File: config.mk
export PLATFORM = sky130hd
export DESIGN_NAME = calc_req_driver
export DESIGN_NICKNAME = d
export VERILOG_FILES = /design/src/rtl/calc_req_driver.sv
export SDC_FILE = /design/constraint.sdc
export NUM_CORES = 1
export LEC_CHECK = 0
export CAP_MARGIN = 15
export CORE_MARGIN = 5
export CORE_UTILIZATION = 55
export DETAILED_ROUTE_END_ITERATION = 8
export PLACE_DENSITY = 0.79
export SETUP_SLACK_MARGIN = 0.1
export SYNTH_ARGS = -nofsm -noshare
export SYNTH_HDL_FRONTEND = slang
export SYNTH_SLANG_ARGS = --single-unit
File: constraint.sdc
create_clock -name c_clk -period 5.73 [get_ports c_clk]
set_input_delay 1.146 -clock c_clk [delete_from_list [all_inputs] [get_ports c_clk]]
set_output_delay 1.146 -clock c_clk [all_outputs]
set_load 0.005 [all_outputs]
File: src/rtl/calc_req_driver.sv
// calc_req_driver: buffers whole calculator transactions, serialises each onto one
// calc1_top request port (cmd/op1 then op2) and returns the response or a timeout.
module calc_req_driver #(
   parameter int FIFO_DEPTH = 4,
   parameter int TIMEOUT    = 10
) (
   input  logic        c_clk,
   input  logic        reset,
   input  logic        in_valid,
   output logic        in_ready,
   input  logic [3:0]  in_cmd,
   input  logic [31:0] in_op1,
   input  logic [31:0] in_op2,
   output logic [3:0]  req_cmd_out,
   output logic [31:0] req_data_out,
   input  logic [1:0]  out_resp,
   input  logic [31:0] out_data,
   output logic        res_valid,
   input  logic        res_ready,
   output logic [1:0]  res_resp,
   output logic [31:0] res_data,
   output logic        res_timeout,
   output logic        busy,
   output logic [2:0]  dbg_state
);

   // Handshakes: a beat transfers on a rising edge where valid & ready are both high;
   // valid never waits for ready, and the source holds its payload stable until then.

   localparam int AW = $clog2(FIFO_DEPTH);
   localparam int CW = $clog2(TIMEOUT + 1);
   localparam logic [AW:0]   DEPTH_C = (AW + 1)'(FIFO_DEPTH);
   localparam logic [CW-1:0] TMAX    = CW'(TIMEOUT - 1);

   typedef enum logic [2:0] {
      S_IDLE  = 3'd0,
      S_SEND1 = 3'd1,
      S_SEND2 = 3'd2,
      S_WAIT  = 3'd3,
      S_HOLD  = 3'd4
   } state_t;

   state_t state, state_nx;

   logic [3:0]  fifo_cmd [FIFO_DEPTH];
   logic [31:0] fifo_op1 [FIFO_DEPTH];
   logic [31:0] fifo_op2 [FIFO_DEPTH];
   logic [AW-1:0] wr_ptr, rd_ptr;
   logic [AW:0]   count;
   logic          push, pop;

   logic [3:0]    cur_cmd, cur_cmd_d;
   logic [31:0]   cur_op2, cur_op2_d;
   logic [CW-1:0] wait_cnt, wait_cnt_d;
   logic [3:0]    req_cmd_d;
   logic [31:0]   req_data_d;
   logic          res_valid_d, res_timeout_d;
   logic [1:0]    res_resp_d;
   logic [31:0]   res_data_d;

   assign in_ready  = (count != DEPTH_C);
   assign push      = in_valid & in_ready;
   assign pop       = (state == S_IDLE) && (count != '0);
   assign busy      = (state != S_IDLE) || (count != '0);
   assign dbg_state = state;

   // Storage needs no reset: the count alone decides which entries are live.
   always_ff @(posedge c_clk) begin
      if (push) begin
         fifo_cmd[wr_ptr] <= in_cmd;
         fifo_op1[wr_ptr] <= in_op1;
         fifo_op2[wr_ptr] <= in_op2;
      end
   end

   always_ff @(posedge c_clk or posedge reset) begin
      if (reset) begin
         wr_ptr <= '0;
         rd_ptr <= '0;
         count  <= '0;
      end else begin
         if (push) wr_ptr <= wr_ptr + 1'b1;
         if (pop)  rd_ptr <= rd_ptr + 1'b1;
         case ({push, pop})
            2'b10:   count <= count + 1'b1;
            2'b01:   count <= count - 1'b1;
            default: count <= count;
         endcase
      end
   end

   always_ff @(posedge c_clk or posedge reset) begin
      if (reset) begin
         state        <= S_IDLE;
         cur_cmd      <= '0;
         cur_op2      <= '0;
         wait_cnt     <= '0;
         req_cmd_out  <= '0;
         req_data_out <= '0;
         res_valid    <= 1'b0;
         res_resp     <= '0;
         res_data     <= '0;
         res_timeout  <= 1'b0;
      end else begin
         state        <= state_nx;
         cur_cmd      <= cur_cmd_d;
         cur_op2      <= cur_op2_d;
         wait_cnt     <= wait_cnt_d;
         req_cmd_out  <= req_cmd_d;
         req_data_out <= req_data_d;
         res_valid    <= res_valid_d;
         res_resp     <= res_resp_d;
         res_data     <= res_data_d;
         res_timeout  <= res_timeout_d;
      end
   end

   always_comb begin
      state_nx = state;
      case (state)
         S_IDLE:  if (count != '0) state_nx = S_SEND1;
         S_SEND1: state_nx = S_SEND2;
         S_SEND2: state_nx = (cur_cmd == 4'h0) ? S_HOLD : S_WAIT;
         S_WAIT:  if (out_resp != 2'b00 || wait_cnt == TMAX) state_nx = S_HOLD;
         S_HOLD:  if (res_ready) state_nx = S_IDLE;
         default: state_nx = S_IDLE;
      endcase
   end

   // Request lines default to zero every cycle; result fields hold until reloaded.
   always_comb begin
      req_cmd_d     = 4'h0;
      req_data_d    = 32'h0;
      cur_cmd_d     = cur_cmd;
      cur_op2_d     = cur_op2;
      wait_cnt_d    = wait_cnt;
      res_valid_d   = res_valid;
      res_resp_d    = res_resp;
      res_data_d    = res_data;
      res_timeout_d = res_timeout;
      case (state)
         S_IDLE: begin
            if (count != '0) begin
               req_cmd_d  = fifo_cmd[rd_ptr];
               req_data_d = fifo_op1[rd_ptr];
               cur_cmd_d  = fifo_cmd[rd_ptr];
               cur_op2_d  = fifo_op2[rd_ptr];
            end
         end
         S_SEND1: req_data_d = cur_op2;
         S_SEND2: begin
            wait_cnt_d = '0;
            if (cur_cmd == 4'h0) begin
               res_valid_d   = 1'b1;
               res_resp_d    = 2'b00;
               res_data_d    = 32'h0;
               res_timeout_d = 1'b0;
            end
         end
         S_WAIT: begin
            if (out_resp != 2'b00) begin
               res_valid_d   = 1'b1;
               res_resp_d    = out_resp;
               res_data_d    = out_data;
               res_timeout_d = 1'b0;
            end else if (wait_cnt == TMAX) begin
               res_valid_d   = 1'b1;
               res_resp_d    = 2'b00;
               res_data_d    = 32'h0;
               res_timeout_d = 1'b1;
            end else begin
               wait_cnt_d = wait_cnt + 1'b1;
            end
         end
         S_HOLD: if (res_ready) res_valid_d = 1'b0;
         default: ;
      endcase
   end

endmodule

Yosys cells after proc, flatten, opt, wreduce, memory -nomap -nowiden
Memory sizes are Yosys's and may differ from the RTL's. A register that Yosys moved wholly into a read port is not among the register bits. Index checks and enable logic that the tools add are counted.

Register bits: 90. Memory bits (writable): 272. Input port bits: 106. Output and inout port bits: 77. Word-level logic and storage cells: 83. Memories kept: 3.

Memories: fifo_op1 (words 4, bits a word 32, read ports 1, clocked after memory_dff 0, wr ports 1, line 46) `logic [31:0] fifo_op1 [FIFO_DEPTH];`; fifo_op2 (words 4, bits a word 32, read ports 1, clocked after memory_dff 1, wr ports 1, line 47) `logic [31:0] fifo_op2 [FIFO_DEPTH];`; fifo_cmd (words 4, bits a word 4, read ports 1, clocked after memory_dff 0, wr ports 1, line 45) `logic [3:0] fifo_cmd [FIFO_DEPTH];`.

Add/subtract/negate cells: 5. Equal/unequal tests: 15. Multiplexer cells: 31. Bitwise gates (word level): 1. Reduce and logical (&&, ||, !) cells: 16.

Operators by type and width (number): 2-to-1 mux 32 bit (4); case mux 32 bit (2 select lines) (2); 2-to-1 mux 4 bit (4); case mux 3 bit (5 select lines) (1); 2-to-1 mux 3 bit (4); != test 2 bit (second input constant) (5); AND reduction 3 bit (3); nonzero test 3 bit (3); 2-to-1 mux 1 bit (8); case mux 4 bit (2 select lines) (1); == test 3 x 2 -> 1 bit (second input constant) (2); 2-to-1 mux 2 bit (3); != test 3 bit (second input constant) (2); case mux 3 bit (2 select lines) (1); nonzero test 2 bit (3); adder 2 x 1 -> 2 bit (second input constant) (2); adder 4 x 1 -> 4 bit (second input constant) (1); == test 4 bit (second input constant) (1); logical NOT 4 bit (1); case mux 2 bit (2 select lines) (1); AND reduction 4 bit (1); adder 3 x 1 -> 3 bit (second input constant) (1); == test 3 x 1 -> 1 bit (second input constant) (1); == test 3 bit (second input constant) (1); other kinds (11) (12).

Longest topological paths before layout
Word-level depth: 4. Depth in mapped cells: 11. Gate-level depth less buffers: 9.

Worst setup path after synthesis
Ideal clock, no wire load.

Path type: in2reg. Start: in in_valid. End: mem fifo_cmd[1][0] (enable). Library setup time: 434 ps. Arrival time: 2791 ps. Required time: 5296 ps. Slack: 2506 ps. Cell stages on the path: 1. Buffers on the path: 0. Cell sequence: and3_1.

Longest elaborated chain between the ends: 3.

RTL lines: from (decl) (line 9) `input logic in_valid,`; AND 1 bit (line 62) `assign push = in_valid & in_ready;`; 2-to-1 mux 1 bit (line 69) `if (push) begin`; 2-to-1 mux 1 bit (implied by the code) (line 70) `fifo_cmd[wr_ptr] <= in_cmd;`; to (decl) (line 45).

Every way passes these cells.

Worst setup path after layout
Start: reg state[0], in the netlist dbg_state[0]. End: out busy.

Longest elaborated chain between the ends: 2.

RTL lines: from (decl) (line 43) `state_t state, state_nx;`; from (signal assigned) (line 105) `state <= state_nx;`; nonzero test 3 bit (line 64) `assign busy = (state != S_IDLE) || (count != '0);`; logical OR 1 bit (line 64); to (decl) (line 23) `output logic busy,`.

Every way passes these cells.

==> impl_results.rst <==
.. list-table::
   :header-rows: 1

   * - Metric
     - Value
   * - Buf+Inv Stages, Crit Path
     - 1
   * - Vias after detailed routing
     - 7187
   * - Combined global-route utilization of all metal layers
     - 19.0%
   * - Cell type of the slowest stage on the worst timing path
     - dfrtp_1
   * - Summed instance area of the synthesized netlist
     - 0.0145 sq mm
   * - Clock latency of the later-clocked register in the worst-skew pair
     - 0.53 ns
   * - Final weighted congestion in routability-driven placement
     - 0.791
   * - Number of search-and-repair iterations in the first detailed-routing pass
     - 4
   * - Static leakage
     - 6.44 nW
   * - Count of yosys warnings during synthesis
     - 0
   * - Async set-reset flop share out of synthesis
     - 31.0%
   * - Count of endpoints failing hold in the final timing report
     - 0
   * - Dpl cells
     - 1174
   * - # diodes
     - 0
   * - Kind of end point of the critical path
     - output pin
   * - Root Buffer
     - clkbuf_16
   * - Source of the critical timing path
     - dbg_state[0]
   * - Leading cell types in the layout, fill and taps excluded
     - 272 x edfxtp_1, 182 x clkdlybuf4s50_1, 120 x dfrtp_1
   * - Critical Path RT
     - 4.58 ns
   * - Filler-free cell count of the finished design
     - 1245
   * - Max Clk Rate
     - 0.302 GHz
   * - Met1 usage in global routing
     - 26.1%
   * - Avg Vias per Cell
     - 5.77
   * - Final Net Count
     - 994
   * - WP data arrival
     - 2.17 ns
   * - Net switching component of the power
     - 0.00262 W
   * - Worst slew slack as a fraction of its limit
     - 26.7%
   * - Cell-by-cell trace of the critical path
     - nor3_2 -> nand2b_1 -> clkdlybuf4s50_1
   * - Number of fillers in the final layout
     - 1641
   * - Launch instance of the worst register-to-register path
     - dbg_state[0]
   * - Measured slew at the worst slew-check pin
     - 1.10 ns
   * - Residual overflow from global routing
     - 0
   * - First-pass GRT wire length
     - 44900 um
   * - Min Hold Slack
     - 0.480 ns
   * - Routed wire length per instance
     - 22.8 um
   * - Logic gate share of total power
     - 27.5%
   * - Met3 global-route usage
     - 4.93%
   * - Worst ir drop on vdd
     - 0.000462 V
   * - Final clock period utilization by the worst path
     - 57.8%
   * - Part of the power in the clock network
     - 25.4%
   * - Area grow syn2layout
     - 22.8%
   * - Multi-input gate area
     - 0.00309 sq mm
   * - Std cell rows
     - 59
   * - Unrepaired setup endpoints after global routing
     - no
   * - Pwr/cell area
     - 526 mW/mm^2
   * - Floorplan die height
     - 173 um
   * - Share of total power consumed by net switching
     - 27.9%
   * - Startpoint kind of the worst setup timing path
     - register
   * - Pin count of the biggest net entering global routing
     - 94
   * - Hold Path Class
     - register to register
   * - Core area
     - 0.0261 sq mm
   * - Number of top-level pins
     - 183
   * - GRT Max-Usage Layer
     - met2
   * - Peak per-stage delay on the critical path
     - 0.54 ns
   * - CTS tree
     - done
   * - Final cell utilization of the core
     - 68.5%
   * - Part of the Yosys area used for sequential elements
     - 77.1%
   * - Initial antenna violation count
     - 4
   * - Library cells used by synthesis
     - 49
   * - Starting density of the core
     - 55.8%
   * - Number of global-route vias before repair
     - 7635
   * - Maximum net fanout on the critical path
     - 14
   * - Hold Buf Count CTS
     - 0
   * - Final min period
     - 3.31 ns
   * - Clock sink count
     - 394
   * - Die Outline Area
     - 0.0298 sq mm
   * - Number of maximum-capacitance constraint violations
     - 0
   * - H-Tree Level Count
     - 2
   * - Post-synth net total
     - 800
   * - Fin. max-slew vios
     - 0
   * - Cell-internal power
     - 0.00678 W
   * - Final setup fails
     - 0
   * - Ratio of cells with drive above 1 in the final layout
     - 19.5%
   * - Hold path startpoint
     - count[2]
   * - Count of buffers added by post-CTS timing repair for setup
     - 0
   * - Max clock buf depth
     - 3
   * - Number of gates given a new drive strength after cts
     - 0
   * - Initial detailed-routing violation count
     - 530
   * - Sum of negative setup slack
     - 0 ns
   * - Clock transition at the registers of the reported paths
     - 0.06 ns
   * - Remaining design rule violation count
     - 0
   * - Placed wire-length estimate
     - 16100 um
   * - Number of input and output port buffers inserted
     - 182
   * - WS Path Type
     - register to output pin
   * - Fraction of power consumed by sequential logic
     - 47.1%
   * - Width of the die
     - 173 um
   * - Wire length reported by the detailed router
     - 28300 um
   * - Final worst clock skew
     - 0.0200 ns
   * - Count of flip-flops with a built-in enable after synthesis
     - 272
   * - Family of cells with the greatest summed delay on the critical path
     - simple AND/OR/NAND/NOR gates
   * - Commonest non-fill, non-tap cell in the layout
     - edfxtp_1
   * - Mean post-synth cell area
     - 21.2 sq um
   * - Status
     - finished clean
   * - Flops & latches, synth
     - 394
   * - Post-route ant nets
     - 0
   * - Clock buffer count from CTS
     - 39
   * - Primary flip-flop cell chosen by synthesis mapping
     - edfxtp_1
   * - Met2 track demand over resource in global routing
     - 31.1%
   * - Syn Inst Count
     - 686
   * - Sequential cell area in the final layout
     - 0.0112 sq mm
==> worst paths after layout <==
kind | endpoint | slack, ns | cells after the start
hold / removal | count[2] | 0.48 | 1
min in group asynchronous | res_data[10] | 1.16 | 2
max in group asynchronous | req_data_out[1] | 3.62 | 3
setup / recovery | busy | 2.42 | 3
setup reg to reg | cur_op2[29] | 3.02 | 5
hold reg to reg | count[2] | 0.48 | 1
==> layer usage <==
metal  vias to the layer above  wire [um]
li1                       3190          -
met1                      3689      11700
met2                       247      14100
met3                        53       1990
met4                         8        505
met5                         -         46
==> final cells by class <==
| class | instances | area share, % |
|---|---|---|
| sequential | 394 | 62.9 |
| multi-input combinational | 244 | 17.3 |
| timing repair buffer | 188 | 10.5 |
| clock buffer | 55 | 5.91 |
| tap | 335 | 2.35 |
| clock inverter | 16 | 0.848 |
| inverter | 13 | 0.301 |
==> power groups by stage <==
stage,sequential (W),clock [W],combinational (W)
2_1_floorplan,0.00419,0,0.00187
3_3_place_gp,0.00446,0,0.00254
3_5_place_dp,0.00449,0,0.00260
4_1_cts,0.00445,0.00244,0.00263
5_1_grt,0.00453,0.00256,0.00279
6_report,0.00442,0.00239,0.00258
==> kinds of logic after synthesis <==
group,synth area share [%]
buffers and inverters,1.85
flip-flops,77.1
multiplexers,13.1
AO/OA/AOI/OAI,5.05
XOR/XNOR,0.361
adder cells (fa/ha/maj),0.740
AND/OR/NAND/NOR,1.77
==> flip-flops by register name (all words and copies together), names as in the netlist <==
register and flops:
count 3, cur_cmd 4, cur_op2 32, dbg_state 3
fifo_cmd 16, fifo_op1 128, fifo_op2 128, rd_ptr 2
req_cmd_out 4, req_data_out 32, res_data 32, res_resp 2
res_timeout 1, res_valid 1, wait_cnt 4, wr_ptr 2
==> worst register-to-register path: stages (launching register included) <==
cell and delay (ns):
dfrtp_1 0.54, nor3_2 0.48, nand2_1 0.32, inv_2 0.13, buf_4 0.69, mux2_2 0.44
==> cells in the mapped netlist (2+ instances only) <==
cell      instances  area share, %
a21o_1            3           0.15
a22o_1           61            3.7
a22o_2            3           0.21
a32o_1            2           0.14
and3_1            8           0.34
buf_2            14           0.48
buf_4             4           0.21
buf_6             3           0.23
buf_8             3           0.31
clkbuf_1         10           0.26
dfrtp_1         122             21
edfxtp_1        272             56
ha_1              7           0.60
inv_1            12           0.31
mux2_2           33            2.6
mux4_2           68             11
nand2_1           8           0.21
nand2b_1          2          0.086
nand3_1           4           0.14
nand4_1           3           0.13
nor2_1            2          0.052
nor3_1            2          0.069
o211ai_1          7           0.36
o21ai_0           4           0.14
xnor2_1           4           0.24
xor2_1            2           0.12
==> stage by stage <==
stage | instance area (sq um) | setup WS, ns | power (W)
2_1_floorplan | 14500 | 1.34 | 0.00607
3_3_place_gp | 16700 | 2.66 | 0.00699
3_5_place_dp | 16700 | 2.63 | 0.00709
4_1_cts | 17900 | 2.38 | 0.00952
5_1_grt | 17900 | 2.32 | 0.00987
6_report | 17900 | 2.42 | 0.00940
(Power assumes the default switching activity.)
